--- config.mk ---
export PLATFORM = sky130hd
export DESIGN_NAME = snake_step_ctrl
export DESIGN_NICKNAME = d
export VERILOG_FILES = /design/src/rtl/snake_step_ctrl.sv
export SDC_FILE = /design/constraint.sdc
export NUM_CORES = 1
export LEC_CHECK = 0
export ABC_CLOCK_PERIOD_IN_PS = 3200
export CAP_MARGIN = 10
export CORE_MARGIN = 4
export CORE_UTILIZATION = 50
export CTS_BUF_LIST = sky130_fd_sc_hd__clkbuf_16
export CTS_CLUSTER_SIZE = 28
export DETAILED_ROUTE_END_ITERATION = 8
export PLACE_DENSITY = 0.75
export SLEW_MARGIN = 15
export SYNTH_ARGS = -nofsm -noshare
export SYNTH_HDL_FRONTEND = slang
export SYNTH_SLANG_ARGS = --single-unit
--- constraint.sdc ---
create_clock -name clk -period 3.2 [get_ports clk]
set_input_delay 0.8 -clock clk [delete_from_list [all_inputs] [get_ports clk]]
set_output_delay 0.8 -clock clk [all_outputs]
set_load 0.005 [all_outputs]
--- src/rtl/snake_step_ctrl.sv ---
// snake_step_ctrl: game sequencer for the snake datapath.
//
// Takes a frame tick from the falling edge of v_disp, which is the entry to vertical
// blanking. Every FRAMES_PER_STEP frames it moves the head one grid cell in the latched
// direction. It checks for wall, body and food events and keeps track of length and score.
// It pulses step_pulse so that the body-shift logic and the renderer update during blanking.
//
// Optional feature: define WRAP_WALLS_EN to make the grid edges wrap around. With this
// feature enabled, only body_hit ends the game.
//
// Ports:
//   clk, rst                 pixel clock, asynchronous active-high reset
//   v_disp                   vertical display-active (1 = active, 0 = blanking)
//   start                    level input; starts a game from IDLE, returns from OVER to IDLE
//   btn_up/down/left/right   synchronised direction buttons (level)
//   food_x, food_y           food cell
//   body_hit                 body-collision flag, sampled in the STEP cycle
//   head_x, head_y           head cell
//   dir                      committed direction: 0 right, 1 left, 2 up, 3 down
//   length, score            snake length (saturates at MAX_LEN), food eaten (saturates at 255)
//   state                    0 IDLE, 1 RUN, 2 STEP, 3 OVER
//   step_pulse, food_eaten   one-cycle registered pulses after a successful move
//   game_over                high while in OVER
module snake_step_ctrl #(
    parameter int GRID_W          = 40,
    parameter int GRID_H          = 30,
    parameter int FRAMES_PER_STEP = 8,
    parameter int INIT_LEN        = 3,
    parameter int MAX_LEN         = 127
) (
    input  logic       clk,
    input  logic       rst,
    input  logic       v_disp,
    input  logic       start,
    input  logic       btn_up,
    input  logic       btn_down,
    input  logic       btn_left,
    input  logic       btn_right,
    input  logic [5:0] food_x,
    input  logic [4:0] food_y,
    input  logic       body_hit,
    output logic [5:0] head_x,
    output logic [4:0] head_y,
    output logic [1:0] dir,
    output logic [6:0] length,
    output logic [7:0] score,
    output logic [1:0] state,
    output logic       step_pulse,
    output logic       food_eaten,
    output logic       game_over
);

    localparam int FCW = (FRAMES_PER_STEP > 1) ? $clog2(FRAMES_PER_STEP) : 1;

    localparam logic [5:0] InitX = 6'(GRID_W / 2);
    localparam logic [4:0] InitY = 5'(GRID_H / 2);
    localparam logic [5:0] MaxX  = 6'(GRID_W - 1);
    localparam logic [4:0] MaxY  = 5'(GRID_H - 1);

    typedef enum logic [1:0] {
        IDLE = 2'd0,
        RUN  = 2'd1,
        STEP = 2'd2,
        OVER = 2'd3
    } state_t;

    state_t           state_q, state_d;
    logic [5:0]       head_x_q, head_x_d;
    logic [4:0]       head_y_q, head_y_d;
    logic [1:0]       dir_q, dir_d;
    logic [1:0]       pend_q, pend_d;
    logic [6:0]       length_q, length_d;
    logic [7:0]       score_q, score_d;
    logic [FCW-1:0]   frame_cnt_q, frame_cnt_d;
    logic             v_disp_q;
    logic             step_q, step_d;
    logic             food_q, food_d;

    logic             frame_tick;
    logic             any_btn;
    logic [1:0]       cand;
    logic [5:0]       next_x;
    logic [4:0]       next_y;
    logic             at_wall;
    logic             blocked;

    assign frame_tick = v_disp_q & ~v_disp;

    // Button priority is up > down > left > right.
    always_comb begin
        any_btn = btn_up | btn_down | btn_left | btn_right;
        if (btn_up)          cand = 2'd2;
        else if (btn_down)   cand = 2'd3;
        else if (btn_left)   cand = 2'd1;
        else                 cand = 2'd0;
    end

    // Compute the next head cell from the pending direction. The edge case always wraps,
    // and at_wall tells whether the move actually left the grid.
    always_comb begin
        next_x  = head_x_q;
        next_y  = head_y_q;
        at_wall = 1'b0;
        unique case (pend_q)
            2'd0: begin
                at_wall = (head_x_q == MaxX);
                next_x  = at_wall ? 6'd0 : head_x_q + 6'd1;
            end
            2'd1: begin
                at_wall = (head_x_q == 6'd0);
                next_x  = at_wall ? MaxX : head_x_q - 6'd1;
            end
            2'd2: begin
                at_wall = (head_y_q == 5'd0);
                next_y  = at_wall ? MaxY : head_y_q - 5'd1;
            end
            default: begin
                at_wall = (head_y_q == MaxY);
                next_y  = at_wall ? 5'd0 : head_y_q + 5'd1;
            end
        endcase
    end

`ifdef WRAP_WALLS_EN
    assign blocked = body_hit;
`else
    assign blocked = body_hit | at_wall;
`endif

    always_comb begin
        state_d     = state_q;
        head_x_d    = head_x_q;
        head_y_d    = head_y_q;
        dir_d       = dir_q;
        pend_d      = pend_q;
        length_d    = length_q;
        score_d     = score_q;
        frame_cnt_d = frame_cnt_q;
        step_d      = 1'b0;
        food_d      = 1'b0;

        // A reversal is the committed direction with bit 0 flipped.
        if ((state_q == IDLE || state_q == RUN) && any_btn && (cand != (dir_q ^ 2'd1))) begin
            pend_d = cand;
        end

        unique case (state_q)
            IDLE: begin
                if (start) begin
                    state_d     = RUN;
                    frame_cnt_d = '0;
                end
            end
            RUN: begin
                if (frame_tick) begin
                    if (frame_cnt_q == FCW'(FRAMES_PER_STEP - 1)) begin
                        frame_cnt_d = '0;
                        state_d     = STEP;
                    end else begin
                        frame_cnt_d = frame_cnt_q + FCW'(1);
                    end
                end
            end
            STEP: begin
                dir_d = pend_q;
                if (blocked) begin
                    state_d = OVER;
                end else begin
                    state_d  = RUN;
                    head_x_d = next_x;
                    head_y_d = next_y;
                    step_d   = 1'b1;
                    if (next_x == food_x && next_y == food_y) begin
                        food_d = 1'b1;
                        if (length_q != 7'(MAX_LEN)) length_d = length_q + 7'd1;
                        if (score_q != 8'hFF)        score_d  = score_q + 8'd1;
                    end
                end
            end
            default: begin
                if (start) begin
                    state_d     = IDLE;
                    head_x_d    = InitX;
                    head_y_d    = InitY;
                    dir_d       = 2'd0;
                    pend_d      = 2'd0;
                    length_d    = 7'(INIT_LEN);
                    score_d     = 8'd0;
                    frame_cnt_d = '0;
                end
            end
        endcase
    end

    always_ff @(posedge clk or posedge rst) begin
        if (rst) begin
            state_q     <= IDLE;
            head_x_q    <= InitX;
            head_y_q    <= InitY;
            dir_q       <= 2'd0;
            pend_q      <= 2'd0;
            length_q    <= 7'(INIT_LEN);
            score_q     <= 8'd0;
            frame_cnt_q <= '0;
            v_disp_q    <= 1'b1;
            step_q      <= 1'b0;
            food_q      <= 1'b0;
        end else begin
            state_q     <= state_d;
            head_x_q    <= head_x_d;
            head_y_q    <= head_y_d;
            dir_q       <= dir_d;
            pend_q      <= pend_d;
            length_q    <= length_d;
            score_q     <= score_d;
            frame_cnt_q <= frame_cnt_d;
            v_disp_q    <= v_disp;
            step_q      <= step_d;
            food_q      <= food_d;
        end
    end

    assign head_x     = head_x_q;
    assign head_y     = head_y_q;
    assign dir        = dir_q;
    assign length     = length_q;
    assign score      = score_q;
    assign state      = state_q;
    assign step_pulse = step_q;
    assign food_eaten = food_q;
    assign game_over  = (state_q == OVER);

endmodule

**Yosys cells after proc, flatten, opt, wreduce, memory -nomap -nowiden**

Cells that the tools add are included.

- Bits in registers: 38
- Bits in latches: 0
- Memory bits (writable): 0
- Bits in read-only memories: 0
- Input port bits: 20
- Output and inout bits: 33
- Logic and storage cells: 112
- Memories kept: 0

- Add/subtract/negate cells: 7
- Multiply operators: 0
- Divide/modulo/power cells: 0
- Magnitude comparators: 0
- Equality and inequality tests: 20
- Shift-type cells: 0
- Muxes and demuxes: 45
- Bitwise gates (word level): 9
- Reductions and logical operators: 20

Operators with widths:

| cell | count |
|---|---|
| $mux W8 | 4 |
| $mux W7 | 4 |
| $mux W6 | 4 |
| $pmux W6 S2 | 2 |
| $mux W2 | 10 |
| $mux W5 | 4 |
| $pmux W5 S2 | 2 |
| $pmux W8 S2 | 1 |
| $pmux W7 S2 | 1 |
| $ne A2 B2 Y1 const B | 6 |
| $reduce_and A5 Y1 | 2 |
| $mux W3 | 3 |
| $add A8 B1 Y8 const B | 1 |
| $ne A8 B8 Y1 const B | 1 |
| $add A7 B1 Y7 const B | 1 |
| $ne A7 B7 Y1 const B | 1 |
| $add A6 B1 Y6 const B | 1 |
| $eq A2 B2 Y1 const B | 3 |
| $eq A6 B6 Y1 | 1 |
| $eq A6 B6 Y1 const B | 1 |
| $logic_not A6 Y1 | 1 |
| $mux W1 | 6 |
| $pmux W2 S3 | 1 |
| $pmux W3 S2 | 1 |
| other kinds (26) | 39 |

**Logic depth before layout (Yosys ltp)**

- Word-level depth: 8
- Mapped depth: 13
- Depth with buffers taken out: 10

**Worst setup path before layout**

Ideal clock, no wire load.

- Path type: in2reg
- Start point: in food_y[3]
- End point: reg length_q[2] (netlist: length[2])
- Library setup time: 78 ps
- Arrival: 2875 ps
- Required time: 3122 ps
- Slack: 247 ps
- Cell stages on the path: 8
- Path buffers: 0
- Cell sequence: xor2_1 > a2111o_1 > a222oi_1 > nand4_1 > a211o_1 > or3_4 > or3_1 > a21oi_1

- Word-level cells in the longest chain between the ends: 4

Ends and longest elaborated chain:

| element | line | RTL |
|---|---|---|
| start, declared | 40 | `input logic [4:0] food_y,` |
| $eq A5 B5 Y1 | 173 | `if (next_x == food_x && next_y == food_y) begin` |
| $logic_and A1 B1 Y1 | 173 |  |
| $ne A2 B2 Y1 (no line) | - |  |
| $reduce_and A5 Y1 (no line) | - |  |
| end signal, assigned | 202 | `length_q <= 7'(INIT_LEN);` |
| end signal, assigned | 214 | `length_q <= length_d;` |
| end, declared | 72 | `logic [6:0] length_q, length_d;` |

Every way passes these cells.
A chain may end at the register's enable or synchronous reset.

**Worst setup path in the final report**

- Start point: reg head_x_q[0] (netlist: head_x[0])
- End point: reg score_q[0] (netlist: score[0])

- Word-level cells in the longest chain between the ends: 7
- Elaborated cells on any way between the ends: 14
- Classes of those cells: 2 x add/sub; 4 x eq/ne; 4 x mux; 1 x bitwise; 3 x reduce/logical

Ends and longest elaborated chain:

| element | line | RTL |
|---|---|---|
| start, declared | 68 | `logic [5:0] head_x_q, head_x_d;` |
| start signal, assigned | 198 | `head_x_q <= InitX;` |
| $sub A6 B1 Y6 (tied with other cells) | 111 | `next_x = at_wall ? MaxX : head_x_q - 6'd1;` |
| $mux W6 (on tied branches) | 111, 107 |  |
| $pmux W6 S2 | 104 | `unique case (pend_q)` |
| $eq A6 B6 Y1 | 173 |  |
| $logic_and A1 B1 Y1 | 173 |  |
| $ne A2 B2 Y1 (no line) | - |  |
| $reduce_and A5 Y1 (no line) (*) | - |  |
| end signal, assigned | 215 | `score_q <= score_d;` |
| end, declared | 73 | `logic [7:0] score_q, score_d;` |

Mark *: on every way between the ends. The rest lies on a longest branch, timed or not.

==> parameters.txt <==
Parameter                              Value

Critical path
  Worst Path Class, Setup ... reg2reg
  Count of buffering cells on the critical path with inverters included ... 2
  Flop-to-flop setup slack ... 0.12 ns
  Kind of cell adding the most delay to the critical path ... compound AO/OA/AOI/OAI gates
  Cells along the critical path ... buf_4 -> ha_1 -> and4b_1 -> and2_1 -> o31ai_1 -> o21ai_0 -> a211o_1 -> buf_6 -> o31ai_4 -> nand2_2 -> mux2_4
  Maximum cell stage delay along the critical path ... 0.41 ns
  Total stage count of the critical path ... 11
  CP Capture Type ... register
  Capturing instance or port of the critical path ... score[0]
  Data required time at the worst endpoint ... 3.36 ns
  Launching element type of the critical path ... register
  Critical Path Start ... head_x[0]
  Cell depth of the worst flop-to-flop path ... 11
  Arr. time, crit path ... 3.25 ns
  Worst flop-to-flop path startpoint ... head_x[0]
  Maximum net fanout on the critical path ... 6
  Slowest cell on the critical path ... o31ai_1
  Critical register-to-register path endpoint ... score[0]

Clocking
  TritonCTS buffer count ... 5
  CTS root buffer ... clkbuf_16
  CTS hold repair buffers ... 0
  Latest clock arrival within the worst-skew pair ... 0.28 ns
  CTS tree ... done
  Clock H-tree levels ... 2
  Clock Sinks ... 38
  Maximum clock insertion buffer count ... 2
  Clk slew on worst S/H paths ... 0.06 ns

Drt
  Total Wirelength ... 7980 um
  DRT Pass-1 Iters ... 5
  Vias after detailed routing ... 2884
  Met2 routed wirelength ... 3870 um
  Post-Route M1 WL ... 3480 um
  Highest signal layer in the routed design ... met4
  Violation count after the first detailed-routing iteration ... 228
  Routed WL per cell ... 16.7 um
  Number of vias per cell ... 6.03
  Detailed route wirelength on metal3 ... 481 um
  Post-detailed-route count of antenna-violating nets ... 0
  Number of DRC violations after detailed routing ... 0

Layout
  Most frequent standard cell in the layout excluding fill and tap cells ... clkdlybuf4s50_1
  N_diodes ... 0
  Commonest cells after routing, fill and taps aside ... 49 x clkdlybuf4s50_1, 29 x dfrtp_1, 27 x buf_4, 25 x o21ai_0
  Fraction of final layout cells with drive strength greater than 1 ... 14.8%
  Area growth syn-to-layout ... 33.7%
  Post-route design area ... 3750 um^2
  # nets final ... 435

Min path
  Class of the worst hold path ... reg2reg

Pwr
  Power density over cell area ... 729 nW/um^2
  Leakage dissipation ... 1.67 nW
  Maximum vdd drop ... 477 uV
  Overall power after layout ... 0.00274 W

STA
  Crit path time final ... 3.08 ns
  Final Max Slew Viols ... 0
  Worst slew pin tran ... 0.775 ns
  Post-Route Setup TNS ... 0 ns
  Final Hold Fails ... 0
  Worst-case headroom to the max-slew limit ... 48.2%
  Final worst path period share ... 96.4%
  Achievable clock frequency ... 324 MHz
  Fin worst setup slack ... 0.115 ns
  # setup viols final ... 0
  Largest clock skew in the final design ... 0.00454 ns

Global routing
  Maximum number of pins on one net before global-route repair ... 39
  All-layer global routing usage ... 23.6%
  Wire length of the first global-routing pass ... 13600 um
  Vias in the first global route ... 2806
  GRT overflow ... 0
  Initial antenna violation count ... 0

Die
  Overall die area ... 6880 um^2
  Core Region ... 5470 um^2
  Die width ... 82.9 um
  Starting density of the core ... 51.3%
  Num ports ... 53
  Cell row count ... 27
  Die Height ... 82.9 um

Placement
  Final HPWL from detailed placement ... 5780 um
  Routability cong. ... 0.899
  Area post-placement ... 3540 um^2
  Total of buffers placed on input and output ports ... 52
  DP Worst Slack ... -0.326 ns

Synth
  Top flip-flop cell by instance count after synthesis ... dfrtp_1
  Synth async-reset ratio ... 100%
  Number of register bits inferred by synthesis ... 38
  Proportion of synthesized chip area in sequential cells ... 34.3%
  Total number of yosys warnings ... 0
  Synthesized netlist cell count ... 334
  Number of flops mapped to enable cells by yosys ... 0
  Summed instance area of the synthesized netlist ... 2810 um^2
  Syn_nets ... 364
  Unique cell type count in the Yosys netlist ... 63
  Syn_area_per_cell ... 8.41 um^2

Run status
  Result of the run ... finished clean

Run
  Max_cap viols ... 0
[area by class of cell]
cell class | instances | area, um^2
Inverter | 24 | 90.1
Clock inverter | 3 | 12.5
Clock buffer | 5 | 125
Sequential cell | 38 | 962
Timing Repair Buffer | 82 | 764
Tap cell | 72 | 90.1
Fill cell | 475 | 1720
Multi-Input combinational cell | 254 | 1710
[sequential cells by signal (all words and copies together) (netlist names)]
| name | cells |
|---|---|
| score | 8 |
| pend_q | 2 |
| dir | 2 |
| head_x | 6 |
| head_y | 5 |
| food_eaten | 1 |
| length | 7 |
| frame_cnt_q | 3 |
| state | 2 |
| step_pulse | 1 |
| v_disp_q | 1 |
[power by group]
part	internal, W	total (W)	switching [W]
Sequential	0.000668	0.000944	0.000276
Clock	0.000282	0.000469	0.000188
Combinational	0.000709	0.00132	0.000615
[worst min-delay path, stage by stage, from the launching register on]
cell	delay, ns
dfstp_2	0.39
inv_1	0.05
a21oi_1	0.05
[how the worst min path moves through the flow]
stage	start	endpoint	slack (ns)	depth (start not counted)
global placement	length[1]	length[1]	0.48	2
global route	length[0]	length[0]	0.51	2
floorplan	length[1]	length[1]	0.47	2
CTS	length[1]	length[1]	0.49	2
finish	length[0]	length[0]	0.49	2
detailed placement	length[1]	length[1]	0.47	2
[logic make-up (layout without fill, tap and decap cells)]
family,count (synthesis),in the layout,share of synthesized area [%]
AND/OR/NAND/NOR,131,131,26.5
AO/OA/AOI/OAI,98,98,23.4
buffers and inverters,42,114,6.24
flip-flops,38,38,34.3
adder cells (fa/ha/maj),10,10,4.46
multiplexers,8,8,2.99
XOR/XNOR,7,7,2.18
[per-stage QoR]
step           util (%)  hold slack (ns)  cells
4_1_cts            67.6            0.491    477
3_5_place_dp       64.7            0.475    468
5_1_grt            68.6            0.512    478
3_3_place_gp       64.7            0.478    468
6_report           68.6            0.487    478
2_1_floorplan         -            0.466    334
[timing repair]
action,in CTS,in global routing
setup endpoints to repair,3,15
pin swaps,5,8
gates cloned,1,0
buffers inserted,0,1
gates resized for setup,3,15
[cell usage after synthesis (7+ instances only)]
cell type / n / area, um^2
clkbuf_1: 8 / 30.0
a21o_1: 7 / 52.6
nand3_1: 19 / 95.1
nand2_1: 22 / 82.6
inv_1: 24 / 90.1
a21oi_1: 18 / 90.1
dfstp_2: 9 / 236
buf_2: 8 / 40.0
and3_1: 7 / 43.8
ha_1: 10 / 125
nor2b_1: 8 / 50.1
nor2_1: 23 / 86.3
dfrtp_1: 29 / 726
o21ai_0: 26 / 130
[layer usage]
metal	track usage, %	vias to the layer above
li1	-	1369
met1	31.9	1374
met2	38.8	125
met3	3.67	16
met4	7.43	0
met5	0	-
Power figures use the tool's default switching activity.
==> patch 1, RTL diff (same flow settings) <==
Register the input `btn_down` before use. The logic sees it one clock later. The other inputs are not delayed to match.
--- a/src/rtl/snake_step_ctrl.sv
+++ b/src/rtl/snake_step_ctrl.sv
@@ -66,2 +66,8 @@
 
+    logic btn_down_q;
+
+    always_ff @(posedge clk) begin
+        btn_down_q <= btn_down;
+    end
+
     state_t           state_q, state_d;
@@ -90,5 +96,5 @@
     always_comb begin
-        any_btn = btn_up | btn_down | btn_left | btn_right;
+        any_btn = btn_up | btn_down_q | btn_left | btn_right;
         if (btn_up)          cand = 2'd2;
-        else if (btn_down)   cand = 2'd3;
+        else if (btn_down_q)   cand = 2'd3;
         else if (btn_left)   cand = 2'd1;
Function: same outputs for any inputs over 10 cycles, from zero or initial values and one cycle with rst high; that may be too few to reach the edited logic, so the function may still have changed.
==> patch 1 against the unedited design <==
  * Worst setup slack better by 32 ps
  * Synthesized area up 3.3%
  * Critical path type unchanged
  * Fmax up 1.1%
  * First-iteration DRC count down 13%
  * Sequential share of layout area down 0.38 points
  * Sequential power down 16%
  * Design area up 3.6%
  * Synthesized cell count up 1.5%
  * Total power down 14%
  * Sequential cell count up 1
  * Routed wire length about the same
  * Combinational power down 17%
  * Hold slack better by 50 ps
==> patch 1: results (changes against the unedited design) <==
hold depth=1 (-1); worst hold slack=537 ps (+49.9 ps); actual slew at the worst max-slew pin=538 ps (-237 ps); hold path start=frame_cnt_q[0]; Flop pwr share=33.4% (-1.1 points); Post-CTS Resized=2 (-1); number of CTS-inserted buffers=5 (unchanged); met2 WL=3780 µm (-2.4%); post-layout util=69.8% (+1.2 points); R2R Path End=score[7]; GP Congestion=0.932 (+3.6%); Clk network pwr share=20.2% (+3.1 points); Worst setup startpoint=head_y[1]; total power=2.36 mW (-14%); Synth Net Count=369 (+1.4%); commonest cells in the netlist=36 x nand2_1, 29 x dfrtp_1, 26 x nor2_1; pre-CTS setup slack=-10.3 ps (+316 ps); Async SR Flop Fraction=97.4% (-2.6 points); yosys warns=0 (unchanged); switching share of power=38.2% (-1.2 points); initial DRC count=199 (-13%); R2R depth=10 (-1); Global Route met3 Usage=4.51% (+0.84 points); fin nets=444 (+2.1%); Overall Global Routing Usage=22.6% (-0.95 points); Max VDD drop=420 µV (-12%); largest cells by area after synthesis=dfrtp_1 25%, dfstp_2 8.2%, nand2_1 4.7%; Setup WS post-layout=148 ps (+32.5 ps); placed cell area=0.00369 mm² (+4.1%); vias in the first global route=2,764 (-1.5%); fill count=438 (-7.8%); share of cells above drive strength 1=16.6% (+1.8 points); post-synthesis sequential area ratio=33.9% (-0.39 points); M1 WL=3640 µm (+4.5%); R2R Setup Slk=150 ps (+30 ps); mean routed wirelength per cell=16.4 µm (-1.9%); Fin Clk Skew=4.41 ps (-0.131 ps); hold endpoint=frame_cnt_q[0]; via count=2,921 (+1.3%); dpl cells=478 (+2.1%); met1 GRT Util=31.2% (-0.64 points); Reg2Reg Launch Point=head_y[1]; syn_area_per_cell=8.55 µm² (+1.7%); GR Util met2=36.3% (-2.5 points); final WL=7980 µm (about the same); post-DP HPWL=5840 µm (+1.1%); CTS Root Cell=clkbuf_16; status=completed; Netlist cell types=71 (+13%); WL met3=456 µm (-5.2%); WP data required=3410 ps (+50 ps); Leak=1.60 nW (-4.2%); first-pass GRT wire length=13,200 µm (-2.8%)
## patch 1: cell type report
type | count | area share [%]
clock buffer | 5 | 3.22
tap | 72 | 2.32
sequential | 39 | 25.2
timing repair buffer | 84 | 19.9
clock inverter | 3 | 0.322
multi-input combinational | 267 | 47.4
inverter | 17 | 1.64
## patch 1: critical path, cell delays in order, from the launching register on
cell	delay [ps]
dfstp_2	370
inv_2	70
ha_4	140
or4b_4	490
a221oi_4	320
xnor2_1	110
a2111oi_2	340
o2111a_2	320
a31oi_4	130
or4_1	520
a21oi_1	150
## patch 1: cell families after synthesis
| logic type | share of synthesized area [%] |
|---|---|
| multiplexers | 3.24 |
| adder cells (fa/ha/maj) | 4.32 |
| AO/OA/AOI/OAI | 24.2 |
| XOR/XNOR | 3.02 |
| buffers and inverters | 4.49 |
| AND/OR/NAND/NOR | 26.9 |
| flip-flops | 33.9 |
==> patch 2, RTL diff (same settings) <==
Without the edit above. The parameter `FRAMES_PER_STEP` goes from 8 to 16.
--- a/src/rtl/snake_step_ctrl.sv
+++ b/src/rtl/snake_step_ctrl.sv
@@ -26,3 +26,3 @@
     parameter int GRID_H          = 30,
-    parameter int FRAMES_PER_STEP = 8,
+    parameter int FRAMES_PER_STEP = 16,
     parameter int INIT_LEN        = 3,
Formal check against the unedited RTL: no difference found for any inputs over 10 cycles, from zero or initial values and one cycle with rst high; that may be too few to reach the edited logic, so the function may still have changed.
==> patch 2 against the unedited design <==
  * The run now ends with negative setup slack left
  * Clock skew about the same
  * Synthesized area increased by 4.5%
  * Design area increased by 12%
  * Sequential cell count increased by 1
  * Critical path depth increased by 1
  * Synthesized cell count increased by 3.9%
  * Worst setup slack got worse by 200 ps
  * Total power increased by 15%
  * Critical path type unchanged
  * Routed wire length increased by 23%
==> patch 2: results (changes against the unedited design) <==
status=complete, but fails checks; failing checks=negative setup slack; Setup-failing EPs final=7 (+7); Detailed Routing Iterations Pass 1=4 (-1); Leak=1.75 nW (+4.8%); commonest cells in the netlist=30 x dfrtp_1, 29 x nand2_1, 25 x nor2_1; sw power=1.33 mW (+23%); via count=3,307 (+15%); post-DP HPWL=6510 µm (+13%); largest net degree at the start of global routing=40 (+2.6%); M1 WL=4120 µm (+18%); met2 WL=4740 µm (+23%); setup_tns=-296 ps (-296 ps); Overall Global Routing Usage=26.7% (+3.1 points); mean routed wirelength per cell=19.1 µm (+15%); actual slew at the worst max-slew pin=725 ps (-50.7 ps); placed cell area=0.00378 mm² (+6.6%); post-synthesis sequential area ratio=33.6% (-0.62 points); syn_area_per_cell=8.46 µm² (+0.59%); pre-CTS setup slack=-168 ps (+158 ps); initial DRC count=222 (-2.6%); Setup WS post-layout=-82.7 ps (-198 ps); fin nets=469 (+7.8%); dpl cells=492 (+5.1%); GP Congestion=0.909 (+1.0%); largest cells by area after synthesis=dfrtp_1 26%, dfstp_2 8.1%, o21ai_0 3.9%; WL met3=590 µm (+23%)
-- patch 2: cell count changes after synthesis, sizes merged, moves of 5 or more --
cell	before	now
nand3	19	12
clkbuf	8	16
nand2	22	29
xor2	6	1
or4	1	11
o31ai	3	11
inv	24	11
-- patch 2: final cells by class --
type	count	area [µm²]	share of cell area, %
clock buffer	5	125	2.96
clock inverter	3	15.0	0.355
inverter	11	41.3	0.977
multi-input combinational	276	2020	47.9
sequential	39	987	23.4
tap	72	90.1	2.13
timing repair buffer	107	941	22.3
-- patch 2: what timing repair did --
item                       4_1_cts  5_1_grt
pin swaps                       24       11
cloned                           1        0
setup endpoints to repair       11       15
gates resized for setup         18       25
setup buffers                   11        2
-- patch 2: critical path, cell delays in order (launching register included) --
cell      delay, ps
dfstp_2         540
inv_2            50
buf_4           130
ha_1            200
and2_1          230
a22o_1          250
o21ai_1         150
nor4b_2         230
o211ai_1        180
buf_4           180
or4b_4          530
or4_1           420
a21oi_1         130
-- patch 2: cell families (layout without fill, tap and decap cells) --
kind of cell,count (synthesis),after routing,synth area share (%)
mux,9,9,3.20
simple gates,150,151,29.6
buf+inv,33,126,4.95
xor+xnor,3,3,0.896
fa+ha+maj,9,9,3.84
flops,39,39,33.6
compound gates,104,104,23.9
-- patch 2: worst paths after layout --
path | start | end | slack (ps) | depth (start not counted)
setup / recovery | head_y[1] | score[3] | -80 | 12
setup reg to reg | head_y[1] | score[3] | -80 | 12
max in group asynchronous | rst | length[1] | 1880 | 3
hold / removal | frame_cnt_q[3] | frame_cnt_q[3] | 510 | 1
hold reg to reg | frame_cnt_q[3] | frame_cnt_q[3] | 510 | 1
min in group asynchronous | rst | score[6] | 940 | 3
-- patch 2: through the flow --
stage	utilization (%)	hold WS (ps)	total power, mW
after floorplan	-	446	1.73
after global placement	67.4	469	2.36
after detailed placement	67.4	475	2.41
after CTS	72.9	509	3.02
after global routing	75.3	556	3.33
final	75.3	510	3.14
-- patch 2: power groups by stage --
stage               registers [mW]  logic [mW]  clock network [mW]
CTS                          0.804        1.73               0.490
finish                       0.812        1.84               0.490
detailed placement           0.809        1.60                   0
global route                 0.833        1.99               0.507
global placement             0.804        1.56                   0
floorplan                    0.762       0.969                   0
-- patch 2: layer usage --
layer,vias to the layer above,GRT usage (%)
met5,-,0
met4,0,10.1
met3,40,3.73
met2,157,44.3
met1,1592,35.3
li1,1518,-
